### src/rtl/e4m3_pkg.sv
// Shared types and constants for the e4m3 multiplier arbiter.
package e4m3_pkg;

  typedef enum logic [1:0] {
    StIdle,
    StLaunch,
    StWait,
    StResp
  } state_e;

  localparam int unsigned E4M3_W    = 8;
  localparam logic [7:0]  E4M3_ZERO = 8'h00;

  // Tag width for n requesters; never narrower than one bit.
  function automatic int unsigned id_width(input int unsigned n);
    return (n > 1) ? $clog2(n) : 1;
  endfunction

endpackage

### src/rtl/rr_arbiter.sv
// Combinational round-robin arbiter: first set request at or after ptr_i wins.
module rr_arbiter
  import e4m3_pkg::*;
#(
  parameter int unsigned  NUM_REQ = 4,
  localparam int unsigned ID_W    = id_width(NUM_REQ)
) (
  input  logic [NUM_REQ-1:0] req_i,
  input  logic [ID_W-1:0]    ptr_i,
  input  logic               en_i,
  output logic [NUM_REQ-1:0] gnt_o,
  output logic [ID_W-1:0]    idx_o,
  output logic               any_o
);

  int unsigned cand;

  // Scan NUM_REQ positions starting at ptr_i, wrapping, and keep the first hit.
  always_comb begin
    gnt_o = '0;
    idx_o = '0;
    any_o = 1'b0;
    cand  = 0;
    if (en_i) begin
      for (int unsigned k = 0; k < NUM_REQ; k++) begin
        cand = 32'(ptr_i) + k;
        if (cand >= NUM_REQ) cand = cand - NUM_REQ;
        if (!any_o && req_i[cand]) begin
          any_o       = 1'b1;
          gnt_o[cand] = 1'b1;
          idx_o       = ID_W'(cand);
        end
      end
    end
  end

endmodule

### src/rtl/e4m3_mul_arbiter.sv
// Shares one e4m3 multiplier between NUM_REQ requesters. Each operation is
// started by pulsing the multiplier reset, then guarded by a watchdog.
module e4m3_mul_arbiter
  import e4m3_pkg::*;
#(
  parameter int unsigned  NUM_REQ  = 4,
  parameter int unsigned  MAX_WAIT = 16,
  localparam int unsigned ID_W     = id_width(NUM_REQ)
) (
  input  logic                      clock,
  input  logic                      reset_n,
  input  logic [NUM_REQ-1:0]        req_valid,
  output logic [NUM_REQ-1:0]        req_ready,
  input  logic [E4M3_W*NUM_REQ-1:0] req_a,
  input  logic [E4M3_W*NUM_REQ-1:0] req_b,
  output logic [E4M3_W-1:0]         mul_a,
  output logic [E4M3_W-1:0]         mul_b,
  output logic                      mul_reset,
  input  logic [E4M3_W-1:0]         mul_y,
  input  logic                      mul_valid,
  output logic                      resp_valid,
  input  logic                      resp_ready,
  output logic [E4M3_W-1:0]         resp_data,
  output logic [ID_W-1:0]           resp_id,
  output logic                      resp_err,
  output logic                      busy
);

  localparam int unsigned CNT_W = (MAX_WAIT > 1) ? $clog2(MAX_WAIT) : 1;

  state_e              state_q;
  logic [ID_W-1:0]     rr_ptr_q;
  logic [ID_W-1:0]     rr_ptr_d;
  logic [CNT_W-1:0]    wait_cnt_q;
  logic [E4M3_W-1:0]   mul_a_q;
  logic [E4M3_W-1:0]   mul_b_q;
  logic                mul_reset_q;
  logic                resp_valid_q;
  logic [E4M3_W-1:0]   resp_data_q;
  logic [ID_W-1:0]     resp_id_q;
  logic                resp_err_q;
  logic                busy_q;

  logic                arb_en;
  logic [NUM_REQ-1:0]  gnt;
  logic [ID_W-1:0]     gnt_idx;
  logic                any_gnt;

  // Grants only in IDLE; reset_n gates it so req_ready is 0 while reset is held.
  assign arb_en = (state_q == StIdle) && reset_n;

  rr_arbiter #(
    .NUM_REQ (NUM_REQ)
  ) u_arb (
    .req_i (req_valid),
    .ptr_i (rr_ptr_q),
    .en_i  (arb_en),
    .gnt_o (gnt),
    .idx_o (gnt_idx),
    .any_o (any_gnt)
  );

  // Search resumes just past the winner so each active requester gets a turn.
  assign rr_ptr_d = (gnt_idx == ID_W'(NUM_REQ - 1)) ? '0 : gnt_idx + 1'b1;

  // Sequencer: grant, launch (multiplier held in reset), wait with watchdog, respond.
  always_ff @(posedge clock or negedge reset_n) begin
    if (!reset_n) begin
      state_q      <= StIdle;
      rr_ptr_q     <= '0;
      wait_cnt_q   <= '0;
      mul_a_q      <= '0;
      mul_b_q      <= '0;
      mul_reset_q  <= 1'b1;
      resp_valid_q <= 1'b0;
      resp_data_q  <= E4M3_ZERO;
      resp_id_q    <= '0;
      resp_err_q   <= 1'b0;
      busy_q       <= 1'b0;
    end else begin
      unique case (state_q)
        StIdle: begin
          if (any_gnt) begin
            mul_a_q   <= req_a[E4M3_W*gnt_idx +: E4M3_W];
            mul_b_q   <= req_b[E4M3_W*gnt_idx +: E4M3_W];
            resp_id_q <= gnt_idx;
            rr_ptr_q  <= rr_ptr_d;
            busy_q    <= 1'b1;
            state_q   <= StLaunch;
          end
        end
        StLaunch: begin
          // Multiplier has seen reset with the new operands; release it.
          wait_cnt_q  <= '0;
          mul_reset_q <= 1'b0;
          state_q     <= StWait;
        end
        StWait: begin
          wait_cnt_q <= wait_cnt_q + 1'b1;
          // A valid result wins over a timeout landing on the same cycle.
          if (mul_valid) begin
            resp_data_q  <= mul_y;
            resp_err_q   <= 1'b0;
            resp_valid_q <= 1'b1;
            state_q      <= StResp;
          end else if (wait_cnt_q == CNT_W'(MAX_WAIT - 1)) begin
            resp_data_q  <= E4M3_ZERO;
            resp_err_q   <= 1'b1;
            resp_valid_q <= 1'b1;
            state_q      <= StResp;
          end
        end
        StResp: begin
          if (resp_ready) begin
            resp_valid_q <= 1'b0;
            mul_reset_q  <= 1'b1;
            busy_q       <= 1'b0;
            state_q      <= StIdle;
          end
        end
      endcase
    end
  end

  assign req_ready  = gnt;
  assign mul_a      = mul_a_q;
  assign mul_b      = mul_b_q;
  assign mul_reset  = mul_reset_q;
  assign resp_valid = resp_valid_q;
  assign resp_data  = resp_data_q;
  assign resp_id    = resp_id_q;
  assign resp_err   = resp_err_q;
  assign busy       = busy_q;

endmodule

### config.mk
export PLATFORM = sky130hd
export DESIGN_NAME = e4m3_mul_arbiter
export DESIGN_NICKNAME = d
export VERILOG_FILES = /design/src/rtl/e4m3_pkg.sv /design/src/rtl/rr_arbiter.sv /design/src/rtl/e4m3_mul_arbiter.sv
export SDC_FILE = /design/constraint.sdc
export NUM_CORES = 1
export LEC_CHECK = 0
export CORE_ASPECT_RATIO = 1.1
export CORE_MARGIN = 5
export CORE_UTILIZATION = 35
export DETAILED_ROUTE_END_ITERATION = 10
export HOLD_SLACK_MARGIN = 0.06
export PLACE_DENSITY_LB_ADDON = 0.15
export SLEW_MARGIN = 40
export SYNTH_ARGS = -nofsm -noshare
export SYNTH_HDL_FRONTEND = slang
export SYNTH_SLANG_ARGS = --single-unit
### constraint.sdc
create_clock -name clock -period 2.7 [get_ports clock]
set_input_delay 0.675 -clock clock [delete_from_list [all_inputs] [get_ports clock]]
set_output_delay 0.675 -clock clock [all_outputs]
set_load 0.05 [all_outputs]
Word-level counts from Yosys, hierarchy flattened --
Cells that the tools add are included.
Cells by class: add/subtract/negate cells 9, $lt $le $gt $ge 12, eq/ne operators 8, shift-type cells 2, multiplexer cells 63, bitwise logic cells 3, reduce and logical (&&, ||, !) cells 23
Operators with widths (count):
- $mux 32 | 8
- $ge 32x1->1 const B | 4
- $lt 32x3->1 const B | 4
- $ge 32x3->1 const B | 3
- $sub 32x3->32 const B | 3
- $shiftx 32x6->8 | 2
- $mux 4 | 8
- $mux 1 | 22
- $mux 2 | 10
- $mux 8 | 2
- $or 4x4->4 | 3
- $reduce_bool 2->1 | 5
- $reduce_and 3->1 | 3
- $bmux 1 s2 | 4
- $demux 1 s2 | 4
- $logic_and 1x1->1 | 8
- $pmux 2 s4 | 1
- $pmux 4 s2 | 1
- $add 2x2->3 const B | 2
- $eq 2x2->1 const B | 3
- $pmux 1 s2 | 3
- $reduce_and 2->1 | 3
- $add 4x1->4 const B | 1
- $eq 4x4->1 const B | 1
- 9 further kinds | 12
Storage, ports and cells: flip-flop bits (word level) 38, input port bits 80, output and inout bits 34

Depth between registers and ports, before layout --
depth in word-level cells 21, depth in mapped cells 10, gate-level depth less buffers 8

Hierarchy --
From an unflattened synthesis, not the netlist that was laid out.
Second synthesis, totals: cells, all modules 228, area, all modules 2501.1 um^2
By module, submodules not included:
- e4m3_mul_arbiter | times used 1, cells an instance 179, area an instance 2062.0 um^2
- rr_arbiter | times used 1, cells an instance 49, area an instance 439.2 um^2

Worst setup path after synthesis --
Ideal clock, no wire load.
path type register to output, from reg rr_ptr_q[1], to out req_ready[0], arrival time 2.811 ns, required time 2.025 ns, path slack -0.786 ns, cell stages (with the launch flop) 7, cell sequence dfrtp_1 > inv_1 > ha_1 > mux4_2 > nor4b_1 > a221oi_1 > nor2_1
On the way: cells in the longest elaborated chain, start to end 19, elaborated cells on any way between the ends 70, those cells by class 7 x add/sub; 12 x order compare; 38 x mux; 3 x bitwise; 10 x reduce/logical
Ends and longest elaborated chain:
- from (decl) | line e4m3_mul_arbiter.sv:32 | logic [ID_W-1:0] rr_ptr_q;
- from (signal assigned) | line e4m3_mul_arbiter.sv:87 | rr_ptr_q <= rr_ptr_d;
- branches (longest 17 deep; another with $sub 32x3->32)
- $mux 4 * | line rr_arbiter.sv:28 | if (!any_o && req_i[cand]) begin
- $mux 4 * | line rr_arbiter.sv:24 | if (en_i) begin
- to (decl) | line e4m3_mul_arbiter.sv:13 | output logic [NUM_REQ-1:0] req_ready,
Every way passes the cells marked *. The select of a mux whose other input is x is not followed.

Worst setup path in the final report --
from reg rr_ptr_q[0], to out req_ready[0]
Same word-level chain as after synthesis.

==> metrics <==
synth top area cells dfrtp_1, ha_1, nand2_1; Yosys top cell area share 37.13%; placed insts between 400 and 500; DP Area 4045 sq um; die height 98.53 microns; Final Cell Area 4161 sq um; Pins Over Slew Limit 0; Rows 32; starting density of the core 35.79%; Hold Vio Cnt, Final 0; largest net degree at the start of global routing 33; number of synthesized flops with an enable pin 0; Post-synth top flop dfrtp_1; Remaining DRCs 0; Worst Tran Pin Value ~650 ps; post-synthesis net count 361; CTS tree yes; Layout Area Growth over Synthesis 66.88%; Tcrit/Tclk final 117.3%; placer congestion estimate 0.8665; first-pass GRT wire length between 10,000 and 15,000 microns; Setup-failing EPs final 4; core area 6967 sq um; Warnings, synthesis 0; vias per inst 5.315; vias in the first global route between 2k and 3k; post-synthesis average cell area 9.202 sq um; iteration count of the initial detailed-routing pass 4; Skew-Pair Late Insertion Delay 280 ps; Ports 114; clock transition at the registers of the reported paths 80 ps; DR vias 2,636; M2 GR Usage 31.36%; Leakage 1.709 nW; global-route layer with the greatest usage met2; 1st-iter DRT viols 69; die width approximately 90 microns; ANT cells 0; CTS Buffer Depth 2; Max Clock Freq 315.6 MHz; routed len/inst 16.14 microns; CTS Buf Count 5; Final min period around 3200 ps; sequential share of the synthesized area between 30% and 40%; Worst setup EP type output port; type of origin of the critical path register; FF/Latch Area 954.7 sq um; fillers ~620; max cap viols 0; initial antenna violation count 0; post-DP HPWL 6383 microns; Port Buffers between 100 and 150; Total GRT Usage 18.01%; Multi-input gate area ~1500 sq um; met1 Resource Use GR 22.43%; Post-DRT Antenna Nets 0; layout cells sized above 1 20.44%; flops & latches, synth 38; CP required 2030 ps; Power Density around 1200 nW/um^2; nets@finish 500; # clock sinks 38; global route overflow 0; Post-Syn Instances 271; Layout Cells excl Fill 496; clk_skew between 3 and 4 ps; unrepaired setup endpoints after global routing yes; htree depth 2; root buffer cell clkbuf_8; crit path max fanout 4; post-route setup slack -468.2 ps; crit path DAT 2490 ps; Synth Cell Area about 2500 sq um; fin util 59.73%; Setup CP Type register to output port; final WL 8004 microns; Netlist cell types 49; Die ar. 8915 sq um; VDD IR max 664.3 uV; outcome finished with violations; Post-Place Setup Slack -651.5 ps; Async S/R FF share, synth 100.0%; post-route setup TNS -1754 ps; Synth area leader dfrtp_1; hold crit path type input pin to async pin; failing checks negative setup slack; Slew headroom 56.39%; met3 Track Usage GR 3.435%
kinds of logic after synthesis:
group | after synthesis | share of synthesized area [%]
mux | 15 | 8.028
flops | 38 | 38.18
simple gates | 86 | 16.36
buf+inv | 30 | 5.269
compound gates | 92 | 27.15
fa+ha+maj | 10 | 5.018
per-layer routing:
metal / share of wire (%) / vias up / routed length (microns)
met5: 0 / - / 0
li1: - / 1290 / -
met1: 43 / 1259 / 3444
met4: 1.8 / 0 / 144
met3: 4.7 / 12 / 380
met2: 50 / 75 / 4035
through the flow:
step / hold slack, ps / power, W
after CTS: 219.7 / 0.005026
after detailed placement: 466.1 / 0.004576
final: 220.8 / 0.005001
after global placement: 461.6 / 0.004536
after floorplan: 379.4 / 0.003245
after global routing: 229.3 / 0.005350
timing repair:
item                       in CTS  in global routing
hold buffers                    0                  0
buffers inserted                3                  0
gates resized for setup        12                  2
pin swaps                      10                  6
setup endpoints to repair      22                 21
worst max-delay path, cell delays in order, from the launching register on:
cell and delay, ps:
dfrtp_2 370, inv_2 50, ha_4 270, mux4_2 540, buf_6 160, buf_6 110
a22oi_2 140, nor2_1 70, a221oi_2 260, nor2_4 60, buf_12 160
synth_stat cells (4+ instances only):
library cell	n
dfrtp_1	37
nand2_1	28
nor2_1	26
o21ai_0	17
o31ai_1	14
clkbuf_1	10
ha_1	10
inv_1	10
a211oi_1	9
and3_1	9
a22o_1	8
mux2_2	7
buf_2	6
o21ai_1	6
a21oi_1	5
mux2i_1	5
o32ai_1	5
a221oi_1	4
a22oi_1	4
nand2b_1	4
nand4_1	4
placed cells by master (no fill, tap or decap), types with 2 or more instances in the layout:
cell	n
dlygate4sd2_1	4
o21ai_0	17
mux4_2	2
a211o_1	2
a22oi_1	2
buf_6	2
o22ai_1	3
mux2i_1	5
o2bb2ai_1	2
a22oi_2	2
nand3_1	3
a41oi_1	2
o221ai_1	2
nand2b_1	4
o32ai_1	5
a22o_1	8
dfrtp_1	35
nor2_1	22
and2_1	2
clkbuf_8	5
a21oi_1	5
clkinv_2	2
ha_1	9
nor2_4	4
buf_4	36
inv_1	8
buf_12	5
o21ai_1	6
a221oi_2	4
nor3b_1	2
o31ai_1	14
dfrtp_2	2
a211oi_1	9
clkdlybuf4s50_1	104
nand2_1	28
inv_2	2
mux2_2	7
and3_1	9
nand4_1	4
layout make-up:
| class | instances | share of cell area, % |
|---|---|---|
| Clock buffer | 6 | 1.744 |
| Clock inverter | 2 | 0.2405 |
| Inverter | 10 | 0.9020 |
| Multi-Input combinational cell | 203 | 36.20 |
| Sequential cell | 38 | 22.94 |
| Timing Repair Buffer | 152 | 35.42 |
| Tap cell | 85 | 2.556 |
power breakdown:
| group | internal [W] | leakage [nW] | switching (W) |
|---|---|---|---|
| Sequential | 0.000832 | 0.464 | 0.000153 |
| Clock | 0.000179 | 0.0450 | 0.000201 |
| Combinational | 0.00153 | 1.20 | 0.00210 |
| Total | 0.00254 | 1.71 | 0.00246 |
flip-flops by register name, indices dropped and copies added (netlist names):
name        count
resp_data       8
resp_err        1
state_q         2
wait_cnt_q      4
mul_a           8
rr_ptr_q        2
busy            1
resp_valid      1
resp_id         2
mul_reset       1
mul_b           8
final timing paths:
check                             from           end  slack, ps  cells past startpoint
setup / recovery           rr_ptr_q[0]  req_ready[0]       -470                     10
max in group asynchronous      reset_n     mul_reset       1790                      2
setup reg to reg           rr_ptr_q[0]      mul_b[5]         30                     10
hold / removal                 reset_n      mul_b[0]        220                      1
hold reg to reg               mul_b[2]      mul_b[2]        480                      2
min in group clock            mul_b[2]      mul_b[2]        480                      2
No activity file was read; power rests on OpenSTA's default activity.
